### config.mk
export PLATFORM = sky130hd
export DESIGN_NAME = adder_32b
export DESIGN_NICKNAME = d
export VERILOG_FILES = /design/src/rtl/adder_pkg.sv /design/src/rtl/adder_comb.sv /design/src/rtl/adder_32b.sv
export SDC_FILE = /design/constraint.sdc
export NUM_CORES = 1
export LEC_CHECK = 0
export ABC_AREA = 1
export BUFFER_PORTS_ARGS = -buffer_cell sky130_fd_sc_hd__buf_2
export CAP_MARGIN = 20
export CELL_PAD_IN_SITES_DETAIL_PLACEMENT = 0
export CELL_PAD_IN_SITES_GLOBAL_PLACEMENT = 1
export CORE_UTILIZATION = 35
export DETAILED_ROUTE_END_ITERATION = 10
export PLACE_DENSITY = 0.83
export SYNTH_ARGS = -nofsm -noshare
export SYNTH_HDL_FRONTEND = slang
export SYNTH_SLANG_ARGS = --single-unit
### constraint.sdc
create_clock -name clk -period 3.9 [get_ports clk]
set_clock_uncertainty 0.2 [all_clocks]
set_input_delay 0.39 -clock clk [delete_from_list [all_inputs] [get_ports clk]]
set_output_delay 0.39 -clock clk [all_outputs]
set_load 0.005 [all_outputs]
### src/rtl/adder_pkg.sv
// Shared width, word type and signed-saturation limits for the filter datapath adder.
package adder_pkg;

    localparam int unsigned ADD_WIDTH = 32;

    typedef logic [ADD_WIDTH-1:0] word_t;

    localparam word_t SAT_MAX = 32'h7FFF_FFFF;
    localparam word_t SAT_MIN = 32'h8000_0000;

endpackage

### src/rtl/adder_comb.sv
// Purely combinational WIDTH-bit adder with unsigned carry-out and signed overflow.
module adder_comb
    import adder_pkg::*;
#(
    parameter int unsigned WIDTH = ADD_WIDTH
) (
    input  logic [WIDTH-1:0] a,
    input  logic [WIDTH-1:0] b,
    output logic [WIDTH-1:0] s,
    output logic             co,
    output logic             ovf
);

    logic [WIDTH:0] s_full;

    always_comb begin
        s_full = {1'b0, a} + {1'b0, b};
        s      = s_full[WIDTH-1:0];
        co     = s_full[WIDTH];
        // Signed overflow: like-signed operands producing a result of the other sign.
        ovf    = (a[WIDTH-1] == b[WIDTH-1]) && (s_full[WIDTH-1] != a[WIDTH-1]);
    end

endmodule

### src/rtl/adder_32b.sv
// Registered two-operand adder, one cycle latency, throughput one pair per clock.
// Define ADDER_SAT_EN to signed-saturate the sum on overflow (carry/overflow stay unsaturated).
module adder_32b
    import adder_pkg::*;
#(
    parameter int unsigned WIDTH = ADD_WIDTH
) (
    input  logic             clk,
    input  logic             rst_n,
    input  logic             in_valid,
    input  logic [WIDTH-1:0] opA,
    input  logic [WIDTH-1:0] opB,
    output logic [WIDTH-1:0] sum,
    output logic             carry,
    output logic             overflow,
    output logic             out_valid
);

    logic [WIDTH-1:0] raw_sum;
    logic             raw_co;
    logic             raw_ovf;
    logic [WIDTH-1:0] res_sum;

    logic [WIDTH-1:0] sum_q, sum_d;
    logic             carry_q, carry_d;
    logic             overflow_q, overflow_d;
    logic             valid_q, valid_d;

    adder_comb #(
        .WIDTH (WIDTH)
    ) u_adder_comb (
        .a   (opA),
        .b   (opB),
        .s   (raw_sum),
        .co  (raw_co),
        .ovf (raw_ovf)
    );

`ifdef ADDER_SAT_EN
    localparam logic [WIDTH-1:0] SatMax = {1'b0, {(WIDTH-1){1'b1}}};
    localparam logic [WIDTH-1:0] SatMin = {1'b1, {(WIDTH-1){1'b0}}};

    // Operand sign tells the overflow direction: positive operands clip high.
    always_comb begin
        res_sum = raw_sum;
        if (raw_ovf) begin
            res_sum = opA[WIDTH-1] ? SatMin : SatMax;
        end
    end
`else
    assign res_sum = raw_sum;
`endif

    always_comb begin
        sum_d      = sum_q;
        carry_d    = carry_q;
        overflow_d = overflow_q;
        valid_d    = 1'b0;
        if (in_valid) begin
            sum_d      = res_sum;
            carry_d    = raw_co;
            overflow_d = raw_ovf;
            valid_d    = 1'b1;
        end
    end

    always_ff @(posedge clk) begin
        if (!rst_n) begin
            sum_q      <= '0;
            carry_q    <= 1'b0;
            overflow_q <= 1'b0;
            valid_q    <= 1'b0;
        end else begin
            sum_q      <= sum_d;
            carry_q    <= carry_d;
            overflow_q <= overflow_d;
            valid_q    <= valid_d;
        end
    end

    assign sum       = sum_q;
    assign carry     = carry_q;
    assign overflow  = overflow_q;
    assign out_valid = valid_q;

endmodule

# Yosys cells after proc, flatten, opt, wreduce, memory -nomap -nowiden
# Cells that the tools add are included.
# totals
reg_bits,35
output_inout_bits,35
word_cells,9
# op_classes
add_sub_neg,1
n_eq_ne,2
muxes,1
reduce_logical,1
# op_table
op,count
$add 32x32->33,1
$eq 1x1->1,1
$logic_and 1x1->1,1
$mux 1,1
$ne 1x1->1,1

# Logic depth before layout (Yosys ltp)
# Gate-level depths: netlist of the first run.
# logic_depth
depth_word,3
mapped_depth,14
mapped_depth_nobuf,14

# By module
# Synthesis of the first run repeated with hierarchy kept, for this count alone.
# hier_totals
cells_unflattened,644
hier_area_um2,3609.7
# modules_own_cells
module,n_inst,cells_each,area_per_inst_um2
adder_comb,1,425,2184.6
adder_32b,1,219,1425.1

# Worst setup path after synthesis of the first run
# Ideal clock, no wire load.
# synth_timing
kind,in2reg
startpoint,input opA[0]
endpoint,"register sum_q[28], in the netlist sum[28]"
setup_ps,109
arrival_time_ps,1831
t_required_ps,3591
path_slack_ps,1760
stages,13
n_path_buf,0
cell_sequence,ha_1 -> fa_1 -> nand2_1 -> nand2_1 -> and2_2 -> nand3_1 -> nand3b_1 -> nand2_1 -> nand2_1 -> nand2_1 -> nand3_1 -> nand2_1 -> inv_1
# synth_via
elab_chain_cells,1
# synth_lines
item,line_no,rtl
from (decl),adder_32b.sv:11,"input logic [WIDTH-1:0] opA,"
$add 32x32->33,adder_comb.sv:17,"s_full = {1'b0, a} + {1'b0, b};"
to (signal assigned),adder_32b.sv:74,sum_q <= sum_d;
to (decl),adder_32b.sv:24,"logic [WIDTH-1:0] sum_q, sum_d;"
# Every way passes these cells.
# A chain may end at the register's enable or synchronous reset.

# Final worst setup path of the first run
# Same ends and word-level chain as after synthesis.

==> impl_results.md, run 1 <==
* Total iterations of the first detailed-routing run at 4
* Worst-Margin Slew at 0.733 ns
* Final Hold Fails at 0
* P_int at 0.000722 W
* Top Ports at 102
* Worst Path Arrival at 2.14 ns
* Largest net degree at the start of global routing at 28
* Vias per cell at 4.60
* Combinational share of power at 42.0%
* Synthesized area per cell at 5.62 sq um
* Core area at 0.00973 sq mm
* Power Density at 275 mW/mm^2
* XOR/XNOR Fraction of Synth Area at 3.25%
* Compound-cell area share of the yosys netlist at 11.5%
* DR iter-0 viols at 191
* Final Cycle Share at 55.2%
* Seq pwr share at 35.1%
* CP endpoint kind: flop
* CTS Hold Bufs at 0
* Post-detail-place hpwl at 8690 um
* Post-DRT Antenna Nets at 0
* Leading cell type in the layout, fill and taps excluded: nand2_1
* Routability Congestion at 0.891
* Area growth syn-to-layout at 20.9%
* Worst-path fanout max at 3
* Switching Share at 38.0%
* GRT Util Overall at 20.5%
* Final number of setup-violating endpoints at 0
* Synth Instances at 623
* Post-synth cell types at 30
* Clock power frac at 22.9%
* Die Area at 0.0104 sq mm
* Clock slew at reported path FFs at 0.07 ns
* Post-CTS sizing at 0
* #FFs+latches synth at 35
* Chip Height at 102 um
* Drc violations at 0
* Tmin final at 2.15 ns
* Register area at 701 sq um
* Synth Area in Simple Gates at 40.3%
* Slew headroom at 50.9%
* Setup TNS at 0 ns
* CTS root buffer: clkbuf_8
* CTS tree: yes
* Net total in the final layout at 822
* Number of buffers added on ports at 101
* Status: complete, no violations
* Share of cells above drive strength 1 at 16.5%
* Clock Latency Late Sink at 0.28 ns
* Post-CTS setup buffer count at 0
* Worst Setup Start Kind: primary input
* RSZ-0062 raised after global routing: false
* Mean routed wirelength per cell at 11.9 um
* Pre-CTS WS at 1.46 ns
* Max Cap Viol at 0
* NetSw at 0.000442 W
* Most frequent cells in the layout: nand2_1 (181), inv_1 (108), nor2_1 (104), buf_2 (101), nand3_1 (42)
* Vias in the first global route at 3611
* Starting Density at 36.0%
* Std-Cell Rows at 36
* Required @ worst endpoint at 3.88 ns
* Mapped cell area at 0.00350 sq mm
* Via count at 3941
* Post-Route WL at 10200 um
* Leak at 2.58 nW
* Slew Viols, Final at 0
* CTS buffer count at 5
* Post-route worst setup slack at 1.75 ns
* Initial antenna violation count at 0
* Kind of critical path: in -> reg
* Multi-input gate area at 0.00235 sq mm
* Synth Area in Adders at 12.0%
* H-tree depth at 2
* Max Clk Rate at 0.465 GHz
* Die X at 102 um
* CTS Buffer Depth at 2
* Yosys Warn Count at 0
* Main combinational cell family by area after synthesis: simple AND/OR/NAND/NOR gates
* Aggregate global routing overflow at 0
* Sink Count at 35
* Seq/Total Area, Yosys at 20.0%
* Filler instances at 1151
* Global-route wire length before repair at 16800 um
* Peak supply drop at 142 uV
* Min-Delay Path Class: in -> reg
* Multiplexer area fraction after synthesis at 0%
* Synthesized Nets at 723
* Diodes inserted at 0
## cell usage after synthesis
| cell type | instances | area [sq um] |
|---|---|---|
| ha_1 | 32 | 400 |
| a21o_1 | 1 | 7.51 |
| nand3_1 | 42 | 210 |
| and2_2 | 1 | 7.51 |
| nand4_1 | 4 | 25.0 |
| buf_2 | 1 | 5.00 |
| clkinv_1 | 1 | 3.75 |
| nor3_2 | 1 | 10.0 |
| clkbuf_1 | 6 | 22.5 |
| clkbuf_2 | 1 | 5.00 |
| nor3_1 | 5 | 25.0 |
| o21ai_1 | 3 | 15.0 |
| a21oi_1 | 34 | 170 |
| nand2_1 | 181 | 679 |
| fa_1 | 1 | 20.0 |
| and2_1 | 2 | 12.5 |
| xnor2_1 | 1 | 8.76 |
| inv_1 | 108 | 405 |
| o21ai_0 | 27 | 135 |
| nand3b_1 | 1 | 7.51 |
| nand2_2 | 5 | 31.3 |
| o21bai_1 | 8 | 60.1 |
| a31oi_1 | 1 | 6.26 |
| nor2_1 | 104 | 390 |
| dfxtp_1 | 35 | 701 |
| nor2_2 | 2 | 12.5 |
| buf_4 | 1 | 7.51 |
| a21oi_2 | 1 | 8.76 |
| xor2_1 | 12 | 105 |
| buf_1 | 1 | 3.75 |
## metal layers
layer | global-route usage [%] | vias up | part of all wire (%)
li1 | - | 2123 | -
met1 | 29.4 | 1733 | 53
met2 | 33.0 | 77 | 43
met3 | 1.30 | 8 | 3.2
met4 | 5.60 | 0 | 1.3
met5 | 0 | - | 0
## power by group through the flow
stage          clock network [W]  registers (W)  logic (W)
2_1_floorplan                  0       0.000419   0.000319
3_3_place_gp                   0       0.000416   0.000483
3_5_place_dp                   0       0.000417   0.000488
4_1_cts                 0.000276       0.000408   0.000490
5_1_grt                 0.000292       0.000412   0.000561
6_report                0.000266       0.000408   0.000489
## state kept, by name (all words and copies together) (netlist names)
signal     flops
sum           32
carry          1
out_valid      1
overflow       1
## final timing paths
kind                            startpoint  endpoint  depth (start not counted)  slack [ns]
worst max-delay path                opA[0]   sum[28]                         14        1.75
worst min-delay path               opA[31]  overflow                          4        0.23
worst max register to register     sum[13]   sum[13]                          2        2.81
worst min register to register    overflow  overflow                          2        0.26
## stage by stage
stage	hold WS [ns]	area [sq um]	power (W)	cells	util (%)
global route	0.236	4230	0.00127	856	43.5
global placement	0.256	4140	0.000898	848	42.5
CTS	0.221	4230	0.00117	856	43.5
finish	0.229	4230	0.00116	856	43.5
floorplan	0.262	3500	0.000738	623	-
detailed placement	0.254	4140	0.000904	848	42.5
## critical path: stages
cell      delay (ns)
buf_2           0.10
ha_1            0.23
fa_1            0.44
nand2_1         0.09
nand2_1         0.06
and2_2          0.19
nand3_1         0.07
nand3b_1        0.15
nand2_1         0.11
nand2_1         0.06
nand2_1         0.06
nand3_1         0.07
nand2_1         0.08
inv_1           0.03
## cell families (layout without fill, tap and decap cells)
logic type / Yosys count / after routing
AO/OA/AOI/OAI: 75 / 75
XOR/XNOR: 13 / 13
adder cells (fa/ha/maj): 33 / 33
buffers and inverters: 119 / 219
flip-flops: 35 / 35
AND/OR/NAND/NOR: 348 / 348
## area by class of cell
cell class | instances | area share, %
inverter | 109 | 9.67
multi-input combinational | 469 | 55.5
tap | 133 | 3.93
sequential | 35 | 16.6
timing repair buffer | 102 | 12.1
clock inverter | 1 | 0.207
clock buffer | 7 | 2.04
No activity file was read; power rests on OpenSTA's default activity.
==> inputs of run 2 (changes only) <==
CORE_UTILIZATION = 32   (was 35)
PLACE_DENSITY = 0.8   (was 0.83)
clock period = 1.9 ns   (was 3.9 ns; I/O delays follow)
==> run 2 against run 1 <==
Worst setup slack got worse by 1.6 ns; critical path depth fell by 2; final area up 14%; clock-buffer cell count up 1; routed wire length rose by 7.2%; total power rose by 130%; via count is 6.2% higher; clock power rose by 120%; cell count grew 7.7%; combinational power rose by 150%; non-clock buffer count up 63; core utilization up 2.5 points; largest power group unchanged.
==> impl_results.md, run 2 (synthesis results as in run 1) <==
* Status: complete, no violations
* Diodes inserted at 0 (unchanged)
* Global-route wire length before repair at 18000 um (+7.5%)
* H-tree depth at 2 (unchanged)
* Total iterations of the first detailed-routing run at 4 (unchanged)
* Worst-Margin Slew at 0.558 ns (-0.175 ns)
* Hold_sp: opA[31]
* Most frequent cells in the layout: nand2_1 (171), inv_1 (108), nor2_1 (101), buf_2 (101), buf_4 (64)
* Reg2reg start: carry
* Area growth syn-to-layout at 37.5%
* Worst-path fanout max at 3 (unchanged)
* CP most frequent cell: nand2_1
* Routability Congestion at 0.886 (-0.66%)
* Filler instances at 1170 (+1.7%)
* Combinational share of power at 46.1% (+4.1 points)
* Vias in the first global route at 3866 (+7.1%)
* Post-detail-place hpwl at 9380 um (+8.0%)
* Crit path cell chain: buf_2 > ha_1 > a21oi_1 > nand2_1 > nand2_1 > nand2_1 > nand2_1 > nand2_2 > a21oi_2 > nor2_1 > nor2_1 > nor2_1
* Power Density at 551 mW/mm^2 (+100%)
* Post-DRT Antenna Nets at 0 (unchanged)
* Via count at 4185 (+6.2%)
* Worst Reg-to-Reg Cells at 2 (unchanged)
* CP endpoint kind: flop
* Core area at 0.0105 sq mm (+7.5%)
* Layout Utilization at 46.0% (+2.5 points)
* Kind of critical path: in -> reg
* Initial antenna violation count at 0 (unchanged)
* Std-Cell Rows at 37 (+2.8%)
* Worst Setup Start Kind: primary input
* Slowest stage cell, crit path: ha_1
* Bufs and invs on worst path at 1 (-1)
* Final number of setup-violating endpoints at 0 (unchanged)
* Clock slew at reported path FFs at 0.07 ns (about the same)
* Mean routed wirelength per cell at 11.9 um (-0.51%)
* Leading cell type in the layout, fill and taps excluded: nand2_1
* Drc violations at 0 (unchanged)
* Share of cells above drive strength 1 at 26.6% (+10 points)
* Leak at 2.88 nW (+12%)
* Min-Delay Endpoint: overflow
* Largest delay share family, worst path: simple AND/OR/NAND/NOR gates
* R2R Path End: carry
* RSZ-0062 raised after global routing: true
* Hold path depth at 4 (unchanged)
* Worst Path Arrival at 1.76 ns (-0.38 ns)
* Chip Height at 107 um (+4.5%)
* Slew headroom at 62.8% (+12 points)
* GRT Util Overall at 19.7% (-0.76 points)
* Final Hold Fails at 0 (unchanged)
* Layout Cells excl Fill at 922 (+7.7%)
* Number of buffers added on ports at 101 (unchanged)
* Top Ports at 102 (unchanged)
* Min-Delay Path Class: in -> reg
* Required @ worst endpoint at 1.87 ns (-2.01 ns)
* Clock Latency Late Sink at 0.28 ns (about the same)
* Switching Share at 36.7% (-1.3 points)
* CTS Buffer Depth at 2 (unchanged)
* Net total in the final layout at 885 (+7.7%)
* Number of flip-flops in the largest register at 32 (unchanged)
* Die X at 107 um (+4.5%)
* Final Cycle Share at 94.0%
* CTS Hold Bufs at 0 (unchanged)
* Slew Viols, Final at 0 (unchanged)
* Hold_ws at 0.0198 ns (-0.209 ns)
* Aggregate global routing overflow at 0 (unchanged)
* CTS buffer count at 5 (unchanged)
* P_int at 0.00168 W (+130%)
* Vias per cell at 4.54 (-1.4%)
* Max incr delay on CP at 0.32 ns (-0.12 ns)
* Seq pwr share at 31.6% (-3.5 points)
* Peak supply drop at 390 uV (+170%)
* Flop-to-flop setup slack at 1.01 ns (-1.80 ns)
* Die Area at 0.0114 sq mm (+9.2%)
* Sink Count at 35 (unchanged)
* Cells after DPL at 914 (+7.8%)
* Post-Route WL at 10900 um (+7.2%)
* CTS tree: yes
* Starting Density at 33.5% (-2.5 points)
* DR iter-0 viols at 190 (-0.52%)
* CTS root buffer: clkbuf_8
* Max Cap Viol at 0 (unchanged)
* Clock power frac at 22.3% (-0.6 points)
* Max Clk Rate at 0.560 GHz
* NetSw at 0.000974 W (+120%)
* Largest net degree at the start of global routing at 27 (-3.6%)
* Tmin final at 1.79 ns
## run 2: worst min-delay path, cell delays in order
cell and delay [ns]:
buf_2 0.10, nand2_1 0.05, nand3_1 0.06, a21oi_1 0.06
## run 2: metal layers
metal / share of wire [%] / routed length (um) / track usage, %
met1: 51 / 5580 / 28.5
met3: 4.5 / 489 / 1.16
met5: 0 / 0 / 0
met2: 44 / 4780 / 31.9
met4: 0.88 / 96 / 4.70
## run 2: power by group through the flow
stage,clock network (W),registers (W),logic [W]
final,0.000590,0.000838,0.00122
after global routing,0.000632,0.000846,0.00138
after CTS,0.000608,0.000839,0.00119
after detailed placement,0,0.000855,0.00118
after global placement,0,0.000852,0.00118
after floorplan,0,0.000860,0.000656
## run 2: worst max path at each step
stage / endpoint / start / depth (start not counted) / slack [ns]
global placement: sum[29] / opA[15] / 12 / -0.18
detailed placement: sum[28] / opA[0] / 14 / -0.19
finish: sum[17] / opA[2] / 12 / 0.11
CTS: sum[28] / opA[0] / 14 / 0.12
global route: sum[28] / opA[14] / 13 / -0.03
floorplan: sum[28] / opA[0] / 13 / 0.02
## run 2: area by class of cell
type,instances,area (sq um),area share [%]
Clock buffer,8,100,2.08
Timing Repair Buffer,165,986,20.5
Multi-Input combinational cell,469,2450,50.9
Sequential cell,35,701,14.6
Tap cell,136,170,3.53
Inverter,109,409,8.50
## run 2: what timing repair did
item / 4_1_cts / 5_1_grt
setup endpoints to repair: 0 / 15
buffers inserted: 0 / 0
gates resized for setup: 0 / 28
## run 2: stage by stage
| stage | TNS (ns) | power [W] | area, sq um | worst slack [ns] |
|---|---|---|---|---|
| finish | 0 | 0.00265 | 4810 | 0.114 |
| global route | -0.0598 | 0.00286 | 4810 | -0.0264 |
| CTS | 0 | 0.00264 | 4720 | 0.119 |
| detailed placement | -3.15 | 0.00204 | 4620 | -0.191 |
| global placement | -2.67 | 0.00203 | 4620 | -0.176 |
| floorplan | 0 | 0.00152 | 3500 | 0.0200 |
